--- src/rtl/cache_stage3_pkg.sv ---
// Shared types and constants for the L1 cache stage-3 miss controller.
package cache_stage3_pkg;

  localparam int unsigned TAG_WIDTH_DEF  = 39;
  localparam int unsigned INDEX_W_DEF    = 7;
  localparam int unsigned OFFSET_W_DEF   = 6;
  localparam int unsigned BEAT_BYTES_DEF = 8;
  localparam int unsigned LINE_BEATS     = (2 ** OFFSET_W_DEF) / BEAT_BYTES_DEF;
  localparam int unsigned BEAT_W         = $clog2(LINE_BEATS);

  typedef enum logic [3:0] {
    S_IDLE       = 4'd0,
    S_READ_REQ   = 4'd1,
    S_READ_RESP  = 4'd2,
    S_WRITE_REQ  = 4'd3,
    S_WRITE_RESP = 4'd4,
    S_MMIO_REQ   = 4'd5,
    S_MMIO_RESP  = 4'd6,
    S_WAIT_RESP  = 4'd7,
    S_RELEASE    = 4'd8
  } state_t;

  typedef enum logic [1:0] {
    CMD_READ_BURST  = 2'd0,
    CMD_WRITE_BURST = 2'd1,
    CMD_READ_SINGLE = 2'd2
  } mem_cmd_t;

  // Line-aligned address {tag, index, zero offset}; caller truncates to its address width.
  function automatic logic [63:0] line_addr(input logic [63:0] tag, input logic [63:0] index,
                                            input int unsigned index_w,
                                            input int unsigned offset_w);
    return (tag << (index_w + offset_w)) | (index << offset_w);
  endfunction

endpackage

--- src/rtl/cache_beat_counter.sv ---
// Beat index shared by refill and writeback bursts; clear has priority over increment.
module cache_beat_counter
  import cache_stage3_pkg::*;
#(
  parameter int unsigned  BEATS = LINE_BEATS,
  localparam int unsigned W     = $clog2(BEATS)
) (
  input  logic         clk,
  input  logic         rst_n,
  input  logic         clr,
  input  logic         inc,
  output logic [W-1:0] cnt,
  output logic         last_c
);

  assign last_c = (cnt == W'(BEATS - 1));

  always_ff @(posedge clk or negedge rst_n) begin
    if (!rst_n) begin
      cnt <= '0;
    end else if (clr) begin
      cnt <= '0;
    end else if (inc) begin
      cnt <= last_c ? '0 : cnt + W'(1);
    end
  end

endmodule

--- src/rtl/cache_stage3_miss_fsm.sv ---
// Stage-3 cache controller: sequences dirty writeback, line refill and MMIO,
// then returns one response per accepted request.
module cache_stage3_miss_fsm
  import cache_stage3_pkg::*;
#(
  parameter int unsigned  TAG_WIDTH  = TAG_WIDTH_DEF,
  parameter int unsigned  INDEX_W    = INDEX_W_DEF,
  parameter int unsigned  OFFSET_W   = OFFSET_W_DEF,
  parameter int unsigned  BEAT_BYTES = BEAT_BYTES_DEF,
  localparam int unsigned ADDR_W     = TAG_WIDTH + INDEX_W + OFFSET_W,
  localparam int unsigned BEATS      = (2 ** OFFSET_W) / BEAT_BYTES,
  localparam int unsigned CNT_W      = $clog2(BEATS)
) (
  input  logic                 clk,
  input  logic                 rst_n,
  input  logic                 in_valid,
  output logic                 in_ready,
  input  logic [ADDR_W-1:0]    in_addr,
  input  logic                 in_hit,
  input  logic                 in_miss,
  input  logic                 in_mmio,
  input  logic [1:0]           in_flush,
  input  logic                 meta_dirty,
  input  logic [TAG_WIDTH-1:0] meta_tag,
  output logic                 mem_req_valid,
  input  logic                 mem_req_ready,
  output logic [1:0]           mem_req_cmd,
  output logic [ADDR_W-1:0]    mem_req_addr,
  output logic                 mem_req_wlast,
  input  logic                 mem_resp_valid,
  input  logic                 mem_resp_last,
  output logic                 refill_wen,
  output logic [CNT_W-1:0]     beat_cnt,
  output logic                 out_valid,
  input  logic                 out_ready,
  output logic                 out_mmio,
  output logic [3:0]           main_state
);

  state_t                state;
  logic                  drop;
  logic [ADDR_W-1:0]     addr_q;
  logic [TAG_WIDTH-1:0]  vtag_q;
  logic                  mmio_q;
  logic                  accept;
  logic                  release_next;
  logic                  cnt_clr;
  logic                  cnt_inc;
  logic                  cnt_last;
  logic [INDEX_W-1:0]    index;
  logic [TAG_WIDTH-1:0]  req_tag;

  assign index        = addr_q[OFFSET_W +: INDEX_W];
  assign req_tag      = addr_q[ADDR_W-1 -: TAG_WIDTH];
  assign accept       = in_valid && (state == S_IDLE);
  assign release_next = drop || in_flush[0];

  cache_beat_counter #(.BEATS(BEATS)) u_beat_cnt (
    .clk    (clk),
    .rst_n  (rst_n),
    .clr    (cnt_clr),
    .inc    (cnt_inc),
    .cnt    (beat_cnt),
    .last_c (cnt_last)
  );

  // Counter restarts on every accept so a short refill never leaks into the next burst.
  always_comb begin
    cnt_clr = 1'b0;
    cnt_inc = 1'b0;
    case (state)
      S_IDLE:      cnt_clr = accept;
      S_READ_REQ:  cnt_clr = mem_req_ready;
      S_READ_RESP: cnt_inc = mem_resp_valid;
      S_WRITE_REQ: begin
        cnt_clr = mem_req_ready && cnt_last;
        cnt_inc = mem_req_ready && !cnt_last;
      end
      default: ;
    endcase
  end

  always_ff @(posedge clk or negedge rst_n) begin
    if (!rst_n) begin
      state  <= S_IDLE;
      drop   <= 1'b0;
      addr_q <= '0;
      vtag_q <= '0;
      mmio_q <= 1'b0;
    end else begin
      if ((state != S_IDLE) && in_flush[0]) drop <= 1'b1;
      case (state)
        S_IDLE: begin
          if (accept && !in_flush[1]) begin
            addr_q <= in_addr;
            vtag_q <= meta_tag;
            mmio_q <= in_mmio;
            if (in_mmio)                   state <= S_MMIO_REQ;
            else if (in_hit)               state <= S_WAIT_RESP;
            else if (in_miss && meta_dirty) state <= S_WRITE_REQ;
            else if (in_miss)              state <= S_READ_REQ;
          end
        end
        S_READ_REQ:   if (mem_req_ready) state <= S_READ_RESP;
        S_READ_RESP: begin
          if (mem_resp_valid && mem_resp_last)
            state <= release_next ? S_RELEASE : S_WAIT_RESP;
        end
        S_WRITE_REQ:  if (mem_req_ready && cnt_last) state <= S_WRITE_RESP;
        S_WRITE_RESP: if (mem_resp_valid) state <= S_READ_REQ;
        S_MMIO_REQ:   if (mem_req_ready) state <= S_MMIO_RESP;
        S_MMIO_RESP: begin
          if (mem_resp_valid) state <= release_next ? S_RELEASE : S_WAIT_RESP;
        end
        S_WAIT_RESP: begin
          if (out_ready)        state <= S_IDLE;
          else if (in_flush[0]) state <= S_RELEASE;
        end
        S_RELEASE: begin
          drop  <= 1'b0;
          state <= S_IDLE;
        end
        default: state <= S_IDLE;
      endcase
    end
  end

  // Handshake outputs decode the state register only, except the refill strobe
  // which must line up with the arriving beat.
  always_comb begin
    mem_req_valid = 1'b0;
    mem_req_cmd   = CMD_READ_BURST;
    mem_req_addr  = '0;
    mem_req_wlast = 1'b0;
    case (state)
      S_READ_REQ: begin
        mem_req_valid = 1'b1;
        mem_req_cmd   = CMD_READ_BURST;
        mem_req_addr  = ADDR_W'(line_addr(64'(req_tag), 64'(index), INDEX_W, OFFSET_W));
      end
      S_WRITE_REQ: begin
        mem_req_valid = 1'b1;
        mem_req_cmd   = CMD_WRITE_BURST;
        mem_req_addr  = ADDR_W'(line_addr(64'(vtag_q), 64'(index), INDEX_W, OFFSET_W));
        mem_req_wlast = cnt_last;
      end
      S_MMIO_REQ: begin
        mem_req_valid = 1'b1;
        mem_req_cmd   = CMD_READ_SINGLE;
        mem_req_addr  = addr_q;
      end
      default: ;
    endcase
  end

  assign in_ready   = (state == S_IDLE);
  assign refill_wen = (state == S_READ_RESP) && mem_resp_valid;
  assign out_valid  = (state == S_WAIT_RESP);
  assign out_mmio   = (state == S_WAIT_RESP) && mmio_q;
  assign main_state = state;

endmodule

--- config.mk ---
export PLATFORM = sky130hd
export DESIGN_NAME = cache_stage3_miss_fsm
export DESIGN_NICKNAME = d
export VERILOG_FILES = /design/src/rtl/cache_stage3_pkg.sv /design/src/rtl/cache_beat_counter.sv /design/src/rtl/cache_stage3_miss_fsm.sv
export SDC_FILE = /design/constraint.sdc
export NUM_CORES = 1
export LEC_CHECK = 0
export BUFFER_PORTS_ARGS = -buffer_cell sky130_fd_sc_hd__buf_2
export CORE_UTILIZATION = 50
export CTS_CLUSTER_DIAMETER = 200
export DETAILED_ROUTE_END_ITERATION = 7
export PLACE_DENSITY = 0.84
export SLEW_MARGIN = 10
export SYNTH_ARGS = -nofsm -noshare
export SYNTH_HDL_FRONTEND = slang
export SYNTH_SLANG_ARGS = --single-unit
--- constraint.sdc ---
create_clock -name clk -period 2.4 [get_ports clk]
set_input_delay 0.12 -clock clk [delete_from_list [all_inputs] [get_ports clk]]
set_output_delay 0.12 -clock clk [all_outputs]
set_load 0.01 [all_outputs]
==> flow_summary.json <==
{
  "multi_input_area_sq_mm": 0.002173,
  "r2r_setup_slack_ns": 0.44,
  "dp_slack_ns": 0.3771,
  "avgRoutedWirePerCell_um": 18.57,
  "fmax_ghz": 0.4463,
  "whs_path_depth": 2,
  "fp.dieW_um": 100.6,
  "synth_xor_area_share_pct": 0,
  "drt_iter0_drc": 129,
  "max-slew-margin-rel_pct": 63.05,
  "clkLatencyLatePin_ns": 0.36,
  "grt_overflow": 0,
  "chipHeight_um": 100.6,
  "cts.path.max_buffers": 2,
  "num_io_pins": 171,
  "status": "complete, no violations",
  "drt_first_pass_iters": 5,
  "reg2reg_depth": 4,
  "cts_tree": "done",
  "htreeDepth": 3,
  "cts_setup_buffers": 0,
  "layout_common_cells": "buf_2, dfrtp_1, dlygate4sd3_1, mux2_4, a22o_1",
  "critPathLaunchType": "flop",
  "maxSlewViolCount": 0,
  "finalHoldViolations": 0,
  "setup_tns_ns": 0,
  "synth_top_family_by_area": "multiplexers",
  "grt_pass1_vias": 4088,
  "whs_endpoint": "addr_q[6]",
  "final_common_cell": "buf_2",
  "worstMarginPinSlew_ns": 0.5543,
  "ant_nets": 0,
  "grt_pass1_wl_mm": 20.43,
  "drive_gt1_share_pct": 49.41,
  "hp-class": "in2reg",
  "yosys.area.top_type_share_pct": 51.49,
  "io_buffer_count": 170,
  "grt_max_degree": 48,
  "arrival_ns": 2.12,
  "die-area_sq_mm": 0.01012,
  "dp_hpwl_mm": 7.454,
  "setup_viol": 0,
  "p_leak_nw": 3.635,
  "rr_startpoint": "main_state[0]",
  "cts_buffers": 9,
  "holdCritStartpoint": "in_addr[6]",
  "nets": 696,
  "maxCapViolations": 0,
  "fp-row-count": 35,
  "drc": 0,
  "wl_mm": 13.45,
  "vdd_drop_max_mv": 0.6711,
  "syn_to_final_growth_pct": 41.76,
  "skew_ns": 0.008983,
  "reg2reg_to": "addr_q[35]",
  "fin_crit_ns": 2.241,
  "synthMuxAreaShare_pct": 28.35,
  "synth_area_leaders": "dfrtp_1, mux2_4, a22o_1, mux2_2, buf_6",
  "cp-end-kind": "primary output",
  "viasPerCell": 5.352,
  "fin_area_sq_mm": 0.006889,
  "start_util_pct": 52.10,
  "grt.total_usage_pct": 26.52,
  "root_buffer": "clkbuf_8",
  "syn_nets": 445,
  "ys_warn_count": 0,
  "placed_area_sq_mm": 0.005811,
  "n_fill_cell": 576,
  "yosysTopAreaCell": "dfrtp_1",
  "worstPathMaxFanout": 13,
  "yosys.area_share.simple_pct": 6.746,
  "synth_seq_area_share_pct": 51.49,
  "antenna_found_initial": 0,
  "path_class": "reg2out",
  "avgSynthCellArea_sq_um": 14.34,
  "design.core.area_sq_mm": 0.009328,
  "synth_cell_types": 34,
  "p_per_area_mw_per_mm2": 1144,
  "fin_crit_sh_pct": 93.36,
  "clk_pin_slew_ns": 0.10,
  "gp_congestion": 0.7950,
  "num_antenna_cells": 0,
  "vias": 3875,
  "fin_ws_ns": 0.1592,
  "seqCellArea_sq_mm": 0.002506,
  "critical_path_required_ns": 2.28,
  "synth-compound-area-share_pct": 8.986,
  "ys_seq_elements": 100,
  "rsz0062_at_grt": "false",
  "syn_area_sq_mm": 0.004860,
  "synth_fa_ha_area_share_pct": 0.5149,
  "clock_sinks": 100,
  "netlist_instances": 339
}
[per-layer routing]
metal  share of wire (%)  track usage [%]
met1                  40            31.26
met2                  53            48.58
met3                 5.7            5.895
met4                 1.5            7.246
met5                   0                0
[through the flow]
step                      std cells  hold WS, ns  utilization (%)  total power [mW]
after floorplan                 339      -0.1756                -             5.559
after global placement          620       0.1406            62.29             6.418
after detailed placement        620       0.1478            62.29             6.577
after CTS                       722    0.0001928            73.60             7.768
after global routing            724    0.0008168            73.86             8.321
final                           724      0.01993            73.86             7.884
[sequential cells by signal, summed over array words and instances, names as in the netlist]
signal,cells
mmio_q,1
u_beat_cnt.cnt,3
addr_q,52
drop,1
vtag_q,39
main_state,4
[cell families after synthesis]
group,count (synthesis)
DFF,100
muxes,96
and+or+nand+nor,56
AOI/OAI and AO/OA,54
buffers and inverters,31
adders and majority gates,2
[layout make-up]
type | count | area share (%)
clock inverter | 5 | 0.6175
tap | 129 | 2.343
clock buffer | 11 | 2.198
inverter | 4 | 0.2179
sequential | 100 | 36.38
multi-input combinational | 208 | 31.55
timing repair buffer | 267 | 26.70
[where the power goes]
part | leakage (nW) | total, mW | internal (mW) | switching (mW)
Sequential | 1.20 | 3.21 | 2.53 | 0.678
Clock | 0.102 | 1.05 | 0.450 | 0.603
Combinational | 2.34 | 3.62 | 2.14 | 1.48
Total | 3.63 | 7.88 | 5.12 | 2.76
[worst max-delay path by stage]
stage / from / end / cells past startpoint
finish: main_state[3] / mem_req_addr[6] / 5
global route: main_state[3] / mem_req_addr[10] / 5
CTS: main_state[0] / mem_req_addr[35] / 5
detailed placement: main_state[0] / addr_q[31] / 4
global placement: main_state[0] / vtag_q[18] / 4
floorplan: main_state[1] / main_state[2] / 6
[worst max-delay path: stages, from the launching register on]
cell and delay (ns):
dfrtp_1 0.64, nor2_1 0.16, and3_2 0.28, nor2_1 0.41, nor2b_1 0.11, buf_2 0.16
[cell usage after synthesis]
master and count:
a32oi_1 1, ha_1 2, nor2b_1 7, nand3b_1 3, and3_1 8, nor3b_1 3
buf_2 8, o21ai_0 4, nand3_1 1, and4b_1 1, nor2_1 13, buf_6 8
nand4_1 2, nand2b_1 5, o22ai_1 2, buf_4 1, nor3_1 4, buf_1 3
o41ai_1 1, mux2_4 80, inv_1 4, mux2_2 13, nor4_4 1, dfrtp_1 100
mux2i_1 3, nand2_1 4, o21ai_1 1, a31o_1 1, clkbuf_1 7, a21oi_1 3
a211oi_1 1, a22o_1 40, nor4_1 1, and2_1 3
[what timing repair did]
item,in CTS,in global routing
setup endpoints to repair,0,22
hold buffers,86,2
hold endpoints to repair,124,2
gates resized for setup,0,3
No activity file was read; power rests on OpenSTA's default activity.
